$ cat config.mk
export PLATFORM = sky130hd
export DESIGN_NAME = acq_capture_flat
export DESIGN_NICKNAME = d
export VERILOG_FILES = /design/src/rtl/acq_capture_if.sv /design/src/rtl/acq_capture.sv /design/src/flat_wrapper.sv
export SDC_FILE = /design/constraint.sdc
export NUM_CORES = 1
export LEC_CHECK = 0
export ABC_AREA = 1
export BUFFER_PORTS_ARGS = -buffer_cell sky130_fd_sc_hd__buf_2
export CAP_MARGIN = 20
export CELL_PAD_IN_SITES_DETAIL_PLACEMENT = 1
export CELL_PAD_IN_SITES_GLOBAL_PLACEMENT = 2
export CORE_ASPECT_RATIO = 2
export CORE_MARGIN = 2
export CORE_UTILIZATION = 30
export DETAILED_ROUTE_END_ITERATION = 8
export GPL_TIMING_DRIVEN = 0
export PLACE_DENSITY = 0.78
export SLEW_MARGIN = 20
export SYNTH_ARGS = -nofsm -noshare
export SYNTH_HDL_FRONTEND = slang
export SYNTH_SLANG_ARGS = --single-unit
$ cat constraint.sdc
create_clock -name clk -period 1.8 [get_ports clk]
set_input_delay 0.27 -clock clk [delete_from_list [all_inputs] [get_ports clk]]
set_output_delay 0.27 -clock clk [all_outputs]
set_load 0.01 [all_outputs]
$ cat src/rtl/acq_capture_if.sv
// Control, ADC sample and acquisition-buffer write bus for acq_capture.
// pretrig carries one extra bit so out-of-range counts can be requested and clamped.
interface acq_capture_if #(
  parameter int unsigned ADDRWIDTH = 12,
  parameter int unsigned DATAWIDTH = 64,
  parameter int unsigned DECW      = 8
);
  logic                 stb_arm;
  logic                 stb_abort;
  logic                 trig;
  logic [ADDRWIDTH:0]   pretrig;
  logic [DECW-1:0]      decim;
  logic [DATAWIDTH-1:0] adc0;
  logic [DATAWIDTH-1:0] adc1;
  logic [DATAWIDTH-1:0] data_acqbuf0;
  logic [DATAWIDTH-1:0] data_acqbuf1;
  logic [ADDRWIDTH-1:0] addr_acqbuf;
  logic                 we_acqbuf;
  logic                 busy;
  logic                 done;
  logic [ADDRWIDTH-1:0] trig_addr;

  modport master (
    output stb_arm, stb_abort, trig, pretrig, decim, adc0, adc1,
    input  data_acqbuf0, data_acqbuf1, addr_acqbuf, we_acqbuf, busy, done, trig_addr
  );

  modport slave (
    input  stb_arm, stb_abort, trig, pretrig, decim, adc0, adc1,
    output data_acqbuf0, data_acqbuf1, addr_acqbuf, we_acqbuf, busy, done, trig_addr
  );
endinterface

$ cat src/rtl/acq_capture.sv
// Triggered ring-buffer acquisition: writes decimated ADC samples into a circular buffer,
// keeping P pre-trigger samples and D-P post-trigger samples. Writes leave through a
// two-stage pipeline, so a sample ticked in cycle T is written in cycle T+2.
module acq_capture #(
  parameter int unsigned ADDRWIDTH = 12,
  parameter int unsigned DATAWIDTH = 64,
  parameter int unsigned DECW      = 8
) (
  input logic          clk,
  input logic          reset,
  acq_capture_if.slave bus
);

  typedef enum logic [2:0] {StIdle, StPre, StWait, StPost, StDone} state_e;

  state_e               state_q;
  logic [DECW-1:0]      dcnt_q;
  logic [DECW-1:0]      decim_q;
  logic [ADDRWIDTH-1:0] p_q;
  logic [ADDRWIDTH-1:0] cnt_q;
  logic [ADDRWIDTH-1:0] wr_addr_q;
  logic [ADDRWIDTH-1:0] trig_addr_q;
  logic                 busy_q;
  logic                 done_q;

  // Write pipeline: stage 1 captures the ticked sample, stage 2 drives the buffer ports.
  logic                 s1_we_q;
  logic [ADDRWIDTH-1:0] s1_addr_q;
  logic [DATAWIDTH-1:0] s1_d0_q;
  logic [DATAWIDTH-1:0] s1_d1_q;
  logic                 we_q;
  logic [ADDRWIDTH-1:0] addr_q;
  logic [DATAWIDTH-1:0] d0_q;
  logic [DATAWIDTH-1:0] d1_q;

  logic                 tick;
  logic                 capturing;
  logic                 wr;
  logic [ADDRWIDTH-1:0] p_clamped;

  // Decode the write tick and clamp the requested pre-trigger count to D-1.
  always_comb begin
    p_clamped = bus.pretrig[ADDRWIDTH] ? {ADDRWIDTH{1'b1}} : bus.pretrig[ADDRWIDTH-1:0];
    tick      = (dcnt_q == '0);
    capturing = (state_q == StPre) || (state_q == StWait) || (state_q == StPost);
    // A strobe cycle restarts or cancels the capture, so it never issues a write itself.
    wr        = capturing && tick && !bus.stb_arm && !bus.stb_abort;
  end

  // Capture FSM with its counters, address, trigger address and registered status flags.
  always_ff @(posedge clk or negedge reset) begin
    if (!reset) begin
      state_q     <= StIdle;
      dcnt_q      <= '0;
      decim_q     <= '0;
      p_q         <= '0;
      cnt_q       <= '0;
      wr_addr_q   <= '0;
      trig_addr_q <= '0;
      busy_q      <= 1'b0;
      done_q      <= 1'b0;
    end else if (bus.stb_abort) begin
      state_q <= StIdle;
      busy_q  <= 1'b0;
      done_q  <= 1'b0;
    end else if (bus.stb_arm) begin
      p_q       <= p_clamped;
      decim_q   <= bus.decim;
      dcnt_q    <= '0;
      cnt_q     <= '0;
      wr_addr_q <= '0;
      state_q   <= (p_clamped != '0) ? StPre : StWait;
      busy_q    <= 1'b1;
      done_q    <= 1'b0;
    end else begin
      if (capturing) begin
        dcnt_q <= tick ? decim_q : dcnt_q - 1'b1;
      end
      if (wr) begin
        wr_addr_q <= wr_addr_q + 1'b1;
      end
      unique case (state_q)
        StPre: begin
          if (wr) begin
            if (cnt_q == p_q - 1'b1) begin
              cnt_q   <= '0;
              state_q <= StWait;
            end else begin
              cnt_q <= cnt_q + 1'b1;
            end
          end
        end
        StWait: begin
          if (bus.trig) begin
            // The next write address is the current one whether or not this cycle ticks.
            trig_addr_q <= wr_addr_q;
            // A tick in the trigger cycle is already the first post-trigger write.
            // ~p_q equals D-1-P, the index of the last post-trigger write.
            if (wr && (p_q == {ADDRWIDTH{1'b1}})) begin
              state_q <= StDone;
              busy_q  <= 1'b0;
              done_q  <= 1'b1;
            end else begin
              cnt_q   <= wr ? {{(ADDRWIDTH-1){1'b0}}, 1'b1} : '0;
              state_q <= StPost;
            end
          end
        end
        StPost: begin
          if (wr) begin
            if (cnt_q == ~p_q) begin
              state_q <= StDone;
              busy_q  <= 1'b0;
              done_q  <= 1'b1;
            end else begin
              cnt_q <= cnt_q + 1'b1;
            end
          end
        end
        default: ;
      endcase
    end
  end

  // Two-cycle write pipeline; already-issued writes drain even after an abort.
  always_ff @(posedge clk or negedge reset) begin
    if (!reset) begin
      s1_we_q   <= 1'b0;
      s1_addr_q <= '0;
      s1_d0_q   <= '0;
      s1_d1_q   <= '0;
      we_q      <= 1'b0;
      addr_q    <= '0;
      d0_q      <= '0;
      d1_q      <= '0;
    end else begin
      s1_we_q <= wr;
      if (wr) begin
        s1_addr_q <= wr_addr_q;
        s1_d0_q   <= bus.adc0;
        s1_d1_q   <= bus.adc1;
      end
      we_q <= s1_we_q;
      if (s1_we_q) begin
        addr_q <= s1_addr_q;
        d0_q   <= s1_d0_q;
        d1_q   <= s1_d1_q;
      end
    end
  end

  assign bus.we_acqbuf    = we_q;
  assign bus.addr_acqbuf  = addr_q;
  assign bus.data_acqbuf0 = d0_q;
  assign bus.data_acqbuf1 = d1_q;
  assign bus.busy         = busy_q;
  assign bus.done         = done_q;
  assign bus.trig_addr    = trig_addr_q;

endmodule

$ cat src/flat_wrapper.sv
// flat-port wrapper written by rule: the top's interface ports become plain ports
module acq_capture_flat 
#(
  parameter int unsigned ADDRWIDTH = 12,
  parameter int unsigned DATAWIDTH = 64,
  parameter int unsigned DECW      = 8
)
  (clk, reset, bus_stb_arm, bus_stb_abort, bus_trig, bus_pretrig, bus_decim, bus_adc0, bus_adc1, bus_data_acqbuf0, bus_data_acqbuf1, bus_addr_acqbuf, bus_we_acqbuf, bus_busy, bus_done, bus_trig_addr);
  acq_capture_if #(.ADDRWIDTH(ADDRWIDTH), .DATAWIDTH(DATAWIDTH), .DECW(DECW)) bus_i ();
  input logic clk;
  input logic reset;
  input wire logic [$bits(bus_i.stb_arm)-1:0] bus_stb_arm;
  input wire logic [$bits(bus_i.stb_abort)-1:0] bus_stb_abort;
  input wire logic [$bits(bus_i.trig)-1:0] bus_trig;
  input wire logic [$bits(bus_i.pretrig)-1:0] bus_pretrig;
  input wire logic [$bits(bus_i.decim)-1:0] bus_decim;
  input wire logic [$bits(bus_i.adc0)-1:0] bus_adc0;
  input wire logic [$bits(bus_i.adc1)-1:0] bus_adc1;
  output wire logic [$bits(bus_i.data_acqbuf0)-1:0] bus_data_acqbuf0;
  output wire logic [$bits(bus_i.data_acqbuf1)-1:0] bus_data_acqbuf1;
  output wire logic [$bits(bus_i.addr_acqbuf)-1:0] bus_addr_acqbuf;
  output wire logic [$bits(bus_i.we_acqbuf)-1:0] bus_we_acqbuf;
  output wire logic [$bits(bus_i.busy)-1:0] bus_busy;
  output wire logic [$bits(bus_i.done)-1:0] bus_done;
  output wire logic [$bits(bus_i.trig_addr)-1:0] bus_trig_addr;
  assign bus_i.stb_arm = bus_stb_arm;
  assign bus_i.stb_abort = bus_stb_abort;
  assign bus_i.trig = bus_trig;
  assign bus_i.pretrig = bus_pretrig;
  assign bus_i.decim = bus_decim;
  assign bus_i.adc0 = bus_adc0;
  assign bus_i.adc1 = bus_adc1;
  assign bus_data_acqbuf0 = bus_i.data_acqbuf0;
  assign bus_data_acqbuf1 = bus_i.data_acqbuf1;
  assign bus_addr_acqbuf = bus_i.addr_acqbuf;
  assign bus_we_acqbuf = bus_i.we_acqbuf;
  assign bus_busy = bus_i.busy;
  assign bus_done = bus_i.done;
  assign bus_trig_addr = bus_i.trig_addr;
  acq_capture #(.ADDRWIDTH(ADDRWIDTH), .DATAWIDTH(DATAWIDTH), .DECW(DECW)) u_core (.clk(clk), .reset(reset), .bus(bus_i));
endmodule
==> impl_results.md <==
* Final Max Slew Viols at 0
* Max VDD drop at 0.000760 V
* Combinational Power Share at 31.6%
* Met3 usage at 2.79%
* Die X-Extent at 159 microns
* Final wirelength at 48.1 mm
* HP Class: in -> reg
* Initial Utilization at 30.4%
* R2R depth at 14
* Critical Path Max Stage Delay at 400 ps
* # clock sinks at 351
* Clock transition at the registers of the reported paths at 60 ps
* Leak pwr at 10.6 nW
* Post-synth design cell area at 0.0144 sq mm
* Cells after Synth at 1437
* Actual slew at the worst max-slew pin at 687 ps
* Final setup fails at 21
* Full die area at 0.0499 sq mm
* Worst-skew pair later-pin latency at 530 ps
* PnR worst setup slack at -204 ps
* Die Span Y at 314 microns
* Cells after DPL at 2380
* Vias per Instance at 4.55
* Placer Congestion at 0.797
* CP bufs+invs at 2
* Post-synth ARST share at 100%
* CTS tree: built
* Buffers added on ports at 308
* Count leader, synth: nand2_1
* Post-DP HPWL at 34.0 mm
* NetSw at 9.92 mW
* WP depth at 14
* Switching Share at 33.4%
* Core area at 0.0475 sq mm
* Area contributors post-synth: dfrtp_1, nand2_1, mux2_2
* Final Skew at 17.9 ps
* R2R Setup Slk at -200 ps
* Final Cycle Share at 111%
* Clock root buffer: clkbuf_16
* Cell family with most CP delay: simple AND/OR/NAND/NOR gates
* Worst Path Required at 2210 ps
* Most instantiated cells after synthesis: nand2_1, dfrtp_1, mux2_2
* Max-cap violations at 0
* Router iterations before antenna repair at 4
* Seq pwr share at 42.8%
* Max clock buf depth at 3
* Worst Setup Start Kind: register
* ANT nets after route at 0
* Antenna violations before repair at 6
* H-Tree Depth at 2
* Iteration-0 DRC Markers at 629
* Register area share after synthesis at 60.9%
* TritonCTS Buffers at 36
* Crit Path Max Fanout at 10
* RSZ-0062 raised after global routing: yes
* Failing checks: setup timing
* Number of cells on the worst hold path at 3
* Vias in the first global route at 13500
* Syn nets at 1597
* Worst hold slack at 19.2 ps
* Internal power at 19.8 mW
* Syn_area_per_cell at 10.0 sq um
* # nets final at 2130
* Met2 usage at 37.8%
* GRT Max-Usage Layer: met2
* FP Rows at 113
* Share of cells above drive strength 1 at 35.4%
* Critical path arrival at 2420 ps
* Global-route usage over all layers at 19.1%
* Crit-path most repeated cell: nand2_1
* EDFF count, synth at 0
* Worst path cell trace: inv_2, ha_4, nand2_4, nor2_4, nand2_1, nand2_1, nand2_1, nor2_2, nand2_2, nor2_4, nand3_4, a21oi_4, buf_12, nor2_1
* Area leader, netlist: dfrtp_1
* Status: complete, but fails checks
* Main synth FF type: dfrtp_1
* Max_slew headroom at 54.2%
* Synth unique cells at 40
* Final Non-Filler Cells at 2631
* Fin crit period at 2000 ps
* Top-area cell type share of the netlist area at 60.9%
* Area grow syn2layout at 42.6%
* Slowest CP cell: dfrtp_1
* Fmax achieved at 499 MHz
* Largest net degree at the start of global routing at 96
* First-pass GRT wire length at 75.5 mm
* GRT overflow at 0
* Final hold violations at 0
* Synth warn at 0
* Critical Path End Type: register
* Post-route DRC at 0
* Pwr/cell area at 1450 mW/mm^2
* Routed via count at 12000
* Clock power share at 25.6%
* Avg WL per Cell at 18.3 microns
* CP Class: reg -> reg
* FF+latch count, synth at 351
* I/O Pins at 309
* Met1 usage at 19.7%
final cells by class:
cell class | count | area [sq um]
repair buffers | 498 | 3470
diodes | 5 | 12.5
multi-input cells | 958 | 5530
clock inverters | 6 | 95.1
well taps | 632 | 791
flip-flops and latches | 351 | 8790
fillers | 5408 | 26900
plain buffers | 56 | 512
clock buffers | 56 | 1090
inverters | 69 | 270
cell families after synthesis:
kind of cell,share of synthesized area [%]
and+or+nand+nor,19.5
adders and majority gates,0.521
DFF,60.9
muxes,10.9
xor gates and xnor gates,0.850
AOI/OAI and AO/OA,3.61
buffers and inverters,3.65
repair_timing:
| item | 4_1_cts | 5_1_grt |
|---|---|---|
| cloned | 0 | 1 |
| hold endpoints to repair | 214 | 0 |
| pin swaps | 19 | 19 |
| resized for setup | 147 | 72 |
| setup buffers | 35 | 10 |
| hold buffers | 142 | 0 |
| setup endpoints to repair | 282 | 171 |
worst register-to-register path: cells and delay by family (launching register included):
family | cells | cell delay [ps]
simple gates | 10 | 950
flops | 1 | 400
compound gates | 1 | 160
buf+inv | 2 | 230
fa+ha+maj | 1 | 160
flip-flops by register name, summed over array words and instances, names as in the netlist:
signal                   flops
u_core.bus.trig_addr        12
u_core.cnt_q                12
u_core.s1_d1_q              64
u_core.p_q                  12
u_core.wr_addr_q            12
u_core.dcnt_q                8
u_core.state_q               3
u_core.s1_we_q               1
u_core.bus.we_acqbuf         1
u_core.bus.addr_acqbuf      12
u_core.bus.data_acqbuf1     64
u_core.bus.busy              1
u_core.decim_q               8
u_core.s1_d0_q              64
u_core.bus.done              1
u_core.bus.data_acqbuf0     64
u_core.s1_addr_q            12
power by group through the flow:
stage	Clock, mW	Sequential, mW	Combinational (mW)
6_report	7.61	12.7	9.39
5_1_grt	8.14	13.1	10.4
4_1_cts	7.86	12.7	9.07
3_5_place_dp	0	12.8	8.21
3_3_place_gp	0	12.6	7.91
2_1_floorplan	0	13.0	4.27
stage by stage:
step                      setup WS [ps]  power [mW]  util, %  area [sq um]  TNS [ps]
after global placement            -6360        20.5     35.3         16800  -2330060
after global routing               -303        31.6     43.3         20600     -5160
final                              -204        29.7     43.3         20600     -2790
after floorplan                    4.17        17.2        -         14400         0
after detailed placement           -744        21.0     35.5         16900   -132840
after CTS                          -215        29.6     42.6         20200     -3230
worst paths after layout:
check / from / endpoint
worst max register to register: u_core.p_q[0] / u_core.cnt_q[11]
worst max-delay path: u_core.p_q[0] / u_core.cnt_q[11]
max in group asynchronous: reset / u_core.bus.data_acqbuf1[10]
worst min register to register: u_core.s1_we_q / u_core.bus.we_acqbuf
min in group asynchronous: reset / u_core.p_q[8]
worst min-delay path: bus_pretrig[4] / u_core.p_q[4]
cell usage in the layout, fill, tap and decap left out, drive strengths merged, types with 8 or more instances in the layout:
cell type	instances
clkbuf	82
o21ai	66
dfrtp	351
buf	386
xor2	8
dlygate4sd3	142
inv	69
nor3	14
mux2	140
nand3	37
nor2	68
a21oi	11
nand2	570
routing by layer:
metal	vias up	share of wire [%]
li1	5662	-
met1	5936	35
met2	278	56
met3	96	4.3
met4	0	4.5
met5	-	0
(Power assumes the default switching activity.)
